<file path="src/rtl/uart_tx_sched_pkg.sv">
// Shared types and constants for the UART transmit scheduler.
package uart_tx_sched_pkg;

  typedef enum logic [1:0] {
    IDLE = 2'd0,
    LOAD = 2'd1,
    SEND = 2'd2,
    GAP  = 2'd3
  } sched_state_e;

  localparam int DATA_W_DEF = 8;

  // Gap counter covers GAP_CYCLES up to 65536, timeout counter LOAD_TIMEOUT up to 65536.
  localparam int GAP_CNT_W = 16;
  localparam int TO_CNT_W  = 16;

endpackage

</file>
<file path="src/rtl/uart_tx_scheduler_rr_arbiter.sv">
// Combinational round-robin arbiter: the first set request strictly after
// the pointer wins, wrapping at NUM_CH.
module rr_arbiter
  import uart_tx_sched_pkg::*;
#(
  parameter int NUM_CH = 4,
  localparam int IDX_W = $clog2(NUM_CH)
) (
  input  logic [NUM_CH-1:0] req_i,
  input  logic [IDX_W-1:0]  ptr_i,
  output logic [NUM_CH-1:0] grant_o,
  output logic [IDX_W-1:0]  idx_o,
  output logic              valid_o
);

  localparam logic [IDX_W:0] NUM_CH_W = (IDX_W+1)'(NUM_CH);

  logic [IDX_W:0]   sum;
  logic [IDX_W-1:0] cand;

  // Walk offsets 1..NUM_CH from the pointer and keep the first requester found.
  always_comb begin
    grant_o = '0;
    idx_o   = '0;
    valid_o = 1'b0;
    sum     = '0;
    cand    = '0;
    for (int i = 1; i <= NUM_CH; i++) begin
      sum = {1'b0, ptr_i} + (IDX_W+1)'(i);
      if (sum >= NUM_CH_W) begin
        sum = sum - NUM_CH_W;
      end
      cand = sum[IDX_W-1:0];
      if (!valid_o && req_i[cand]) begin
        valid_o       = 1'b1;
        idx_o         = cand;
        grant_o[cand] = 1'b1;
      end
    end
  end

endmodule

</file>
<file path="src/rtl/uart_tx_scheduler.sv">
// Shares one UART transmitter between NUM_CH byte producers with round-robin
// arbitration, a req/ack handshake and a minimum idle gap between frames.
// Optional feature: define UART_TX_SCHED_TIMEOUT_EN to abandon a load whose
// transmitter never reports busy within LOAD_TIMEOUT cycles (sets sticky err_o).
module uart_tx_scheduler
  import uart_tx_sched_pkg::*;
#(
  parameter int NUM_CH       = 4,
  parameter int DATA_W       = DATA_W_DEF,
  parameter int GAP_CYCLES   = 16,
  parameter int LOAD_TIMEOUT = 65535,
  localparam int IDX_W = $clog2(NUM_CH)
) (
  input  logic                     clk_i,
  input  logic                     rst_ni,
  input  logic [NUM_CH-1:0]        req_i,
  input  logic [NUM_CH*DATA_W-1:0] data_i,
  output logic [NUM_CH-1:0]        ack_o,
  output logic [DATA_W-1:0]        tx_data_o,
  output logic                     tx_load_o,
  input  logic                     tx_busy_i,
  output logic [IDX_W-1:0]         active_ch_o,
  output logic                     sched_busy_o,
  output logic                     err_o
);

  sched_state_e         state_q, state_d;
  logic                 busy_meta_q, busy_s_q;
  logic [IDX_W-1:0]     ptr_q, ptr_d;
  logic [IDX_W-1:0]     active_ch_q, active_ch_d;
  logic [DATA_W-1:0]    tx_data_q, tx_data_d;
  logic [NUM_CH-1:0]    ack_q, ack_d;
  logic [GAP_CNT_W-1:0] gap_cnt_q, gap_cnt_d;
  logic [NUM_CH-1:0]    grant_oh;
  logic [IDX_W-1:0]     grant_idx;
  logic                 grant_valid;
`ifdef UART_TX_SCHED_TIMEOUT_EN
  logic [TO_CNT_W-1:0]  to_cnt_q, to_cnt_d;
  logic                 err_q, err_d;
`endif

  rr_arbiter #(
    .NUM_CH (NUM_CH)
  ) u_arb (
    .req_i   (req_i),
    .ptr_i   (ptr_q),
    .grant_o (grant_oh),
    .idx_o   (grant_idx),
    .valid_o (grant_valid)
  );

  // Bring the baud-domain busy flag into clk through two flops.
  always_ff @(posedge clk_i or negedge rst_ni) begin
    if (!rst_ni) begin
      busy_meta_q <= 1'b0;
      busy_s_q    <= 1'b0;
    end else begin
      busy_meta_q <= tx_busy_i;
      busy_s_q    <= busy_meta_q;
    end
  end

  // Next-state logic: grant in IDLE, hold load until busy, wait frame end, then gap.
  always_comb begin
    state_d     = state_q;
    ptr_d       = ptr_q;
    active_ch_d = active_ch_q;
    tx_data_d   = tx_data_q;
    ack_d       = '0;
    gap_cnt_d   = gap_cnt_q;
`ifdef UART_TX_SCHED_TIMEOUT_EN
    to_cnt_d    = to_cnt_q;
    err_d       = err_q;
`endif
    unique case (state_q)
      IDLE: begin
        if (grant_valid && !busy_s_q) begin
          state_d     = LOAD;
          tx_data_d   = data_i[grant_idx*DATA_W +: DATA_W];
          active_ch_d = grant_idx;
          ptr_d       = grant_idx;
          ack_d       = grant_oh;
`ifdef UART_TX_SCHED_TIMEOUT_EN
          to_cnt_d    = '0;
`endif
        end
      end
      LOAD: begin
        if (busy_s_q) begin
          state_d = SEND;
        end
`ifdef UART_TX_SCHED_TIMEOUT_EN
        else if (to_cnt_q == TO_CNT_W'(LOAD_TIMEOUT-1)) begin
          state_d = IDLE;
          err_d   = 1'b1;
        end else begin
          to_cnt_d = to_cnt_q + 1'b1;
        end
`endif
      end
      SEND: begin
        if (!busy_s_q) begin
          gap_cnt_d = '0;
          state_d   = (GAP_CYCLES == 0) ? IDLE : GAP;
        end
      end
      GAP: begin
        if (gap_cnt_q == GAP_CNT_W'(GAP_CYCLES-1)) begin
          state_d = IDLE;
        end else begin
          gap_cnt_d = gap_cnt_q + 1'b1;
        end
      end
      default: state_d = IDLE;
    endcase
  end

  // Scheduler state register; pointer resets to the last channel so channel 0 wins first.
  always_ff @(posedge clk_i or negedge rst_ni) begin
    if (!rst_ni) begin
      state_q     <= IDLE;
      ptr_q       <= IDX_W'(NUM_CH-1);
      active_ch_q <= '0;
      tx_data_q   <= '0;
      ack_q       <= '0;
      gap_cnt_q   <= '0;
    end else begin
      state_q     <= state_d;
      ptr_q       <= ptr_d;
      active_ch_q <= active_ch_d;
      tx_data_q   <= tx_data_d;
      ack_q       <= ack_d;
      gap_cnt_q   <= gap_cnt_d;
    end
  end

`ifdef UART_TX_SCHED_TIMEOUT_EN
  // Load timeout counter and sticky error flag.
  always_ff @(posedge clk_i or negedge rst_ni) begin
    if (!rst_ni) begin
      to_cnt_q <= '0;
      err_q    <= 1'b0;
    end else begin
      to_cnt_q <= to_cnt_d;
      err_q    <= err_d;
    end
  end

  assign err_o = err_q;
`else
  assign err_o = 1'b0;
`endif

  assign ack_o        = ack_q;
  assign tx_data_o    = tx_data_q;
  assign tx_load_o    = (state_q == LOAD);
  assign active_ch_o  = active_ch_q;
  assign sched_busy_o = (state_q != IDLE);

endmodule
</file>
<file path="config.mk">
export PLATFORM = sky130hd
export DESIGN_NAME = uart_tx_scheduler
export DESIGN_NICKNAME = d
export VERILOG_FILES = /design/src/rtl/uart_tx_sched_pkg.sv /design/src/rtl/uart_tx_scheduler_rr_arbiter.sv /design/src/rtl/uart_tx_scheduler.sv
export SDC_FILE = /design/constraint.sdc
export NUM_CORES = 1
export LEC_CHECK = 0
export CAP_MARGIN = 25
export CORE_AREA = 3 3 89 91
export CTS_CLUSTER_SIZE = 30
export DETAILED_ROUTE_END_ITERATION = 10
export DIE_AREA = 0 0 92 94
export PLACE_DENSITY = 0.68
export REMOVE_ABC_BUFFERS = 1
export SLEW_MARGIN = 20
export SYNTH_ARGS = -nofsm -noshare
export SYNTH_HDL_FRONTEND = slang
export SYNTH_SLANG_ARGS = --single-unit
</file>
<file path="constraint.sdc">
create_clock -name clk_i -period 4.8 [get_ports clk_i]
set_input_delay 1.44 -clock clk_i [delete_from_list [all_inputs] [get_ports clk_i]]
set_output_delay 1.44 -clock clk_i [all_outputs]
set_load 0.02 [all_outputs]
</file>
# After elaboration in Yosys (flattened, before gate mapping)
# Cells that the tools add are included.
totals:
  ff_bits: 36
  in_bits: 39
  out_inout_bits: 17
  elab_cells: 102
op_classes:
  n_addsub: 9
  magnitude_cmp: 12
  n_eq_ne: 9
  n_shift: 1
  muxes: 42
  bitwise_logic: 3
  n_reduce_logical: 18
ops:
  columns: ["op", "n"]
  rows:
  - ["2-to-1 mux 16 bit", 2]
  - ["case mux 16 bit (2 select lines)", 1]
  - ["indexed part select 32 x 6 -> 8 bit", 1]
  - ["2-to-1 mux 2 bit", 12]
  - ["2-to-1 mux 4 bit", 6]
  - ["adder 16 x 1 -> 16 bit, second input constant", 1]
  - ["equality test 16 x 4 -> 1 bit, second input constant", 1]
  - ["greater-or-equal comparator 3 bit, second input constant", 4]
  - ["< comparator 2 x 3 -> 1 bit, second input constant", 4]
  - ["2-to-1 mux 1 bit", 12]
  - ["OR 4 bit", 3]
  - ["binary-select mux 1 bit (select 2 bit)", 4]
  - ["demux 1 bit (select 2 bit)", 4]
  - ["greater-or-equal comparator 2 x 1 -> 1 bit, second input constant", 4]
  - ["logical AND 1 bit", 8]
  - ["inequality test 2 bit, second input constant", 4]
  - ["case mux 2 bit (4 select lines)", 1]
  - ["subtractor 2 x 1 -> 2 bit, second input constant", 4]
  - ["adder 2 x 2 -> 3 bit, second input constant", 2]
  - ["equality test 2 bit, second input constant", 2]
  - ["logical NOT 1 bit", 4]
  - ["AND reduction 4 bit", 1]
  - ["nonzero test 2 bit", 2]
  - ["adder 2 x 1 -> 3 bit, second input constant", 1]
  - ["6 further kinds", 6]

# Longest topological paths before layout
# Gate-level depths: netlist (run 1).
depth:
  depth_word: 18
  mapped_depth: 11
  ltp_nobuf: 8

# By module
# Synthesis (run 1) repeated with hierarchy kept, for this count alone.
hier_totals:
  hier_cells: 285
  area_unflattened_um2: 2685.1
modules_own_cells:
  columns: ["module", "instances", "cells_each", "area_per_inst_um2", "seq_area_each_um2"]
  rows:
  - ["uart_tx_scheduler", 1, 217, 2159.6, 903.4]
  - ["rr_arbiter", 1, 68, 525.5, 0.0]

# Worst setup path before layout (run 1)
# No wires, ideal clock.
synth_timing:
  kind: "input to register"
  startpoint: "input req_i[3]"
  endpoint: "register tx_data_q[0] (netlist: tx_data_o[0])"
  setup_ns: 0.136
  arrival_time_ns: 3.069
  required_time_ns: 4.664
  path_slack_ns: 1.595
  stages: 8
  path_buffers: 2
  path_cell_list: "clkbuf_1 > mux4_2 > o21ba_2 > o21ai_4 > o21a_4 > buf_8 > mux2i_1 > o211ai_1"
synth_via:
  elab_chain_len: 14
  elab_cells_between_ends: 25
  classes_between: "shift: 1; mux: 16; reduce/logical: 8"
synth_rtl:
  columns: ["element", "line", "rtl"]
  rows:
  - ["start: declaration", "uart_tx_scheduler.sv:16", "input logic [NUM_CH-1:0] req_i,"]
  - ["parallel branches: the longest is 14 deep, another holds binary-select mux 1 bit (select 2 bit)", null, null]
  - ["end signal: assignment", "uart_tx_scheduler.sv:131", "tx_data_q <= tx_data_d;"]
  - ["end: declaration", "uart_tx_scheduler.sv:31", "logic [DATA_W-1:0] tx_data_q, tx_data_d;"]
# Several ways; the timed one is not identified. The select of a mux whose other input is x is not followed.
# A chain may end at the register's enable or synchronous reset.

# Final worst setup path (run 1)
layout_timing:
  startpoint: "input req_i[3]"
  endpoint: "register tx_data_q[5] (netlist: tx_data_o[5])"
# The elaborated chain is that of the path after synthesis.

==> impl_metrics.toml, run 1 <==
[outcome]
status = "completed"

[setup_path]
crit_type = "primary input to flop"
cp_top_family = "multiplexers"
end_kind = "flop"
cp.required_ps = 4980
r2r_cells = 9
worstPathCellList = "clkdlybuf4s50_1 > mux4_2 > o21ai_2 > mux2i_1 > a2111oi_2 > a221o_1"
cp_max_fo = 13
max_stage_delay_ps = 630
critPathSlowestCell = "mux4_2"
critical_path_arrival_ps = 3880
cp-start-kind = "primary input"
path_buf_inv = 1
r2r-start = "ptr_q[0]$_DFFE_PN1P_"
rr_endpoint = "tx_data_o[7]$_DFFE_PN0P_"
rrSetupSlack_ps = 1540

[synthesis]
synth_top_family_by_area = "compound AO/OA/AOI/OAI gates"
synth_area_mm2 = 0.00251
synth_seq_area_share = 0.360
yosysWarningCount = 0
synth_simple_gate_area_share = 0.154
avgSynthCellArea_um2 = 9.41
synth_compound_gate_area_share = 0.233
synth_cell_types = 51
synth_xor_area_frac = 0.0453
synth_fa_ha_area_frac = 0.0647
synth.area.mux_share = 0.0966
synth_cells = 267
synthArstFlopShare = 1.00
synth-edff-count = 0
yosys_most_used_dff = "dfrtp_1"
synth-seq-cells = 36

[timing]
max-slew-margin-rel = 0.374
finalSetupViolCount = 0
fin_crit_sh = 0.772
fmax_ghz = 0.270
worst_hold_slack_ps = 359
skew_ps = 10.2
period_needed_ps = 3710
worstMarginPinSlew_ps = 928
final_max_slew_viol_count = 0
worst_slack_ps = 1090
grt_setup_unrepaired = "no"
finalHoldViolCount = 0
tns_ps = 0

[floorplanning]
rows = 31
die_width_um = 92
num_io_pins = 56
start_util = 0.348
die_y_um = 94
dieArea_mm2 = 0.00865
core-area_mm2 = 0.00721

[clock_network]
clkSinkCount = 36
clk_pin_slew_ps = 80
cts_buffers = 5
cts_hold_buf = 0
tritoncts = "done"
postCtsSetupBuffers = 0
cts_buffer_depth = 2
cts-resized-gates = 0
htreeDepth = 2
clk_latency_ps = 290
clk_root_buffer_cell = "clkbuf_8"

[grt]
top_usage_layer = "met2"
grt_pass1_vias = 2153
grtUsageMet3 = 0.0304
antenna_found_initial = 0
met2_usage = 0.238
grt_start_max_net_pins = 37
grt_usage = 0.146
grt_overflow_total = 0
grt_first_pass_wirelength_um = 10300
grt_util_met1 = 0.195

[power_and_ir_drop]
p_int_mw = 1.09
p_per_area_mw_per_mm2 = 609
design_power_total_mw = 1.95
clkPwrFrac = 0.134
leakagePower_nw = 1.35
vdd_drop_max_mv = 0.234
swShare = 0.443
combinationalPowerShare = 0.625
p_seq_frac = 0.241
p_switching_mw = 0.864

[placement]
io_buffers = 54
post-place-cells = 405
hpwl_um = 4500
dpl_cell_area_mm2 = 0.00309
place.gp.congestion = 0.775
place_ws_ps = 817

[detailed_routing]
drtPass1Iterations = 4
wirelength_um = 6020
via_per_inst = 5.32
ant_nets = 0
drc = 0
routed-via-count = 2198
drt_iter0_markers = 111
wire_per_inst_um = 14.6

[final_layout]
diodes = 0
drive_above_1_share = 0.0860
instances_no_fill = 413
nNetsFinal = 365
final_core_util = 0.444
syn_to_final_growth_pct = 27.4
final_area_mm2 = 0.00320

[min_path]
holdPathEnd = "busy_s_q$_DFF_PN0_"
min-delay-start = "busy_meta_q$_DFF_PN0_"
hp-class = "flop to flop"
holdPathStages = 0

[flow_run]
drv_cap = 0
## power groups by stage
stage	registers [mW]	logic (mW)	clock network, mW
5_1_grt	0.483	1.35	0.281
3_3_place_gp	0.473	1.19	0
2_1_floorplan	0.561	0.772	0
3_5_place_dp	0.475	1.22	0
4_1_cts	0.469	1.22	0.267
6_report	0.470	1.22	0.261
## layer usage
metal  part of all wire  vias up  wire, um
met1               0.47     1051      2850
met2               0.47       58      2850
li1                   -     1083         -
met4              0.012        0        72
met5                  0        -         0
met3              0.042        6       250
## cells in the mapped netlist (4+ instances only)
master | n | area, um2
ha_1 | 13 | 163
nand2_1 | 24 | 90.1
mux2i_1 | 13 | 130
o21ai_1 | 8 | 40.0
a21oi_1 | 20 | 100
a221o_1 | 6 | 60.1
o221ai_1 | 7 | 61.3
o211ai_1 | 8 | 60.1
xor2_1 | 10 | 87.6
nor2_1 | 31 | 116
nand3_1 | 7 | 35.0
clkbuf_1 | 11 | 41.3
nor3_1 | 4 | 20.0
o32a_1 | 8 | 80.1
inv_1 | 7 | 26.3
mux2_2 | 4 | 45.0
dfrtp_1 | 34 | 851
## state kept, by name, indices dropped and copies added, names as in the netlist
register,flops
tx_data_o,8
ptr_q,2
ack_o,4
busy_meta_q,1
active_ch_o,2
gap_cnt_q,16
busy_s_q,1
state_q,2
## cells by family (layout without fill, tap and decap cells)
group	after synthesis	in the layout
simple gates	84	84
compound gates	76	76
flops	36	36
buf+inv	24	71
mux	20	20
fa+ha+maj	13	13
xor+xnor	13	13
other cells	1	1
## how the worst max path moves through the flow
stage	startpoint	endpoint	slack, ps	cells after the start
CTS	req_i[3]	tx_data_o[5]$_DFFE_PN0P_	1130	6
floorplan	req_i[1]	tx_data_o[5]$_DFFE_PN0P_	1700	5
finish	req_i[3]	tx_data_o[5]$_DFFE_PN0P_	1090	6
global placement	req_i[3]	tx_data_o[5]$_DFFE_PN0P_	920	6
detailed placement	req_i[3]	tx_data_o[5]$_DFFE_PN0P_	820	6
global route	req_i[3]	tx_data_o[5]$_DFFE_PN0P_	940	6
## layout by cell type, fill, tap and decap left out, drive strengths merged, types with 2 or more instances in the layout
| master | instances |
|---|---|
| a211oi | 2 |
| a21oi | 20 |
| a221o | 6 |
| and3 | 2 |
| and4 | 2 |
| clkbuf | 7 |
| clkdlybuf4s50 | 53 |
| dfrtp | 34 |
| dfstp | 2 |
| ha | 13 |
| inv | 8 |
| mux2 | 4 |
| mux2i | 14 |
| mux4 | 2 |
| nand2 | 24 |
| nand2b | 2 |
| nand3 | 7 |
| nand4 | 3 |
| nor2 | 31 |
| nor3 | 4 |
| nor4 | 3 |
| o211ai | 9 |
| o21a | 2 |
| o21ai | 13 |
| o21ba | 2 |
| o221ai | 7 |
| o32a | 8 |
| or4 | 3 |
| xnor2 | 3 |
| xor2 | 10 |
## area by class of cell
| class | count | area [um2] |
|---|---|---|
| fillers | 716 | 4010 |
| clock inverters | 2 | 35.0 |
| well taps | 99 | 124 |
| multi-input cells | 207 | 1490 |
| inverters | 8 | 30.0 |
| flip-flops and latches | 36 | 903 |
| clock buffers | 6 | 72.6 |
| repair buffers | 55 | 543 |
Note: power is estimated with default switching activity, not from simulation.
==> run 2: changes to the inputs <==
==> constraint.sdc (replaced) <==
create_clock -name clk_i -period 3.6 [get_ports clk_i]
set_input_delay 1.08 -clock clk_i [delete_from_list [all_inputs] [get_ports clk_i]]
set_output_delay 1.08 -clock clk_i [all_outputs]
set_load 0.02 [all_outputs]
==> run 2 against run 1 <==
  * Register-to-register slack worse by 800 ps
  * Critical path depth up 1
  * Largest power group unchanged
  * Die area unchanged
  * Critical path type unchanged
==> impl_metrics.toml, run 2 (synthesis results as in run 1) <==
[min_path]
hp-class = "flop to flop"

[clock_network]
cts-resized-gates = 0
tritoncts = "done"
clk_pin_slew_ps = 70
htreeDepth = 2
clk_root_buffer_cell = "clkbuf_8"
clk_latency_ps = 280
clkSinkCount = 36
postCtsSetupBuffers = 0
cts_buffer_depth = 2
cts_buffers = 5
cts_hold_buf = 0

[detailed_routing]
drt_iter0_markers = 65
wire_per_inst_um = 14.3
drc = 0
ant_nets = 0
drtPass1Iterations = 4
via_per_inst = 5.32
routed-via-count = 2228
wirelength_um = 5980

[outcome]
status = "completed"

[timing]
skew_ps = 7.51
fmax_ghz = 0.317
finalSetupViolCount = 0
worstMarginPinSlew_ps = 890
period_needed_ps = 3150
max-slew-margin-rel = 0.407
grt_setup_unrepaired = "no"
final_max_slew_viol_count = 0
finalHoldViolCount = 0
fin_crit_sh = 0.875
tns_ps = 0

[power_and_ir_drop]
p_switching_mw = 1.16
leakagePower_nw = 1.37
p_int_mw = 1.46
combinationalPowerShare = 0.646
clkPwrFrac = 0.113
p_per_area_mw_per_mm2 = 809
vdd_drop_max_mv = 0.356
p_seq_frac = 0.241
swShare = 0.443
design_power_total_mw = 2.61

[placement]
place.gp.congestion = 0.838
hpwl_um = 4550
io_buffers = 54

[floorplanning]
die_y_um = 94
core-area_mm2 = 0.00721
start_util = 0.348
die_width_um = 92
num_io_pins = 56
dieArea_mm2 = 0.00865
rows = 31

[final_layout]
drive_above_1_share = 0.100
diodes = 0
multi_input_area_mm2 = 0.00149
final_common_cell = "clkdlybuf4s50_1"
largest_reg_flops = 16
final_cell_mix = "53 x clkdlybuf4s50_1, 34 x dfrtp_1, 31 x nor2_1"
nNetsFinal = 371
syn_to_final_growth_pct = 28.5
fillCellCount = 716
seq_area_um2 = 903
regMostFlops = "gap_cnt_q"

[grt]
grt_start_max_net_pins = 37
antenna_found_initial = 0
grt_usage = 0.145
grt_overflow_total = 0
grt_pass1_vias = 2216
grt_first_pass_wirelength_um = 10300

[setup_path]
rr_endpoint = "tx_data_o[1]$_DFFE_PN0P_"
crit_start = "req_i[3]"
critPathSlowestCell = "clkdlybuf4s50_1"
crit_end = "tx_data_o[1]$_DFFE_PN0P_"
r2r-start = "ptr_q[1]$_DFFE_PN1P_"
max_stage_delay_ps = 570
cp_max_fo = 11
rrSetupSlack_ps = 740
critical_path_arrival_ps = 3310
end_kind = "flop"
crit_type = "primary input to flop"
cp.required_ps = 3760
r2r_cells = 8
worstPathCellList = "clkdlybuf4s50_1 > mux4_2 > o21ba_2 > o21ai_4 > o21a_4 > mux2i_1 > o211ai_1"
cp-start-kind = "primary input"

[flow_run]
drv_cap = 0
-- run 2: how the worst min path moves through the flow --
stage / start / end / slack [ps] / cells past startpoint
floorplan: busy_meta_q$_DFF_PN0_ / busy_s_q$_DFF_PN0_ / 330 / 0
global placement: busy_meta_q$_DFF_PN0_ / busy_s_q$_DFF_PN0_ / 350 / 0
detailed placement: busy_meta_q$_DFF_PN0_ / busy_s_q$_DFF_PN0_ / 340 / 0
CTS: busy_meta_q$_DFF_PN0_ / busy_s_q$_DFF_PN0_ / 360 / 0
global route: busy_meta_q$_DFF_PN0_ / busy_s_q$_DFF_PN0_ / 370 / 0
finish: busy_meta_q$_DFF_PN0_ / busy_s_q$_DFF_PN0_ / 360 / 0
-- run 2: layout make-up --
cell class,count,area share
tap,99,0.0384
clock buffer,8,0.0279
inverter,8,0.00930
timing repair buffer,61,0.182
sequential,36,0.280
multi-input combinational,207,0.463
-- run 2: metrics by stage --
step | setup slack (ps) | util | std cells | cell area (um2) | hold WS, ps
after floorplan | 609 | - | 251 | 2430 | 331
after global placement | 198 | 0.435 | 411 | 3140 | 347
after detailed placement | 159 | 0.435 | 411 | 3140 | 338
after CTS | 455 | 0.448 | 419 | 3230 | 364
after global routing | 314 | 0.448 | 419 | 3230 | 369
final | 449 | 0.448 | 419 | 3230 | 362
-- run 2: power groups by stage --
stage                     clock network, mW  registers (mW)  logic (mW)
final                                 0.296           0.629        1.69
after global routing                  0.319           0.644        1.86
after CTS                             0.301           0.627        1.69
after detailed placement                  0           0.634        1.69
after global placement                    0           0.632        1.66
after floorplan                           0           0.747        1.03
-- run 2: metal layers --
metal,track usage,routed length [um],vias to the layer above
met3,0.0280,255,7
met2,0.241,2920,48
li1,-,-,1099
met1,0.189,2750,1074
met5,0,0,-
met4,0.0483,59,0
-- run 2: critical path, delay by kind of cell --
kind	cells	cell delay, ps
buffers and inverters	1	570
AOI/OAI and AO/OA	4	900
muxes	2	760
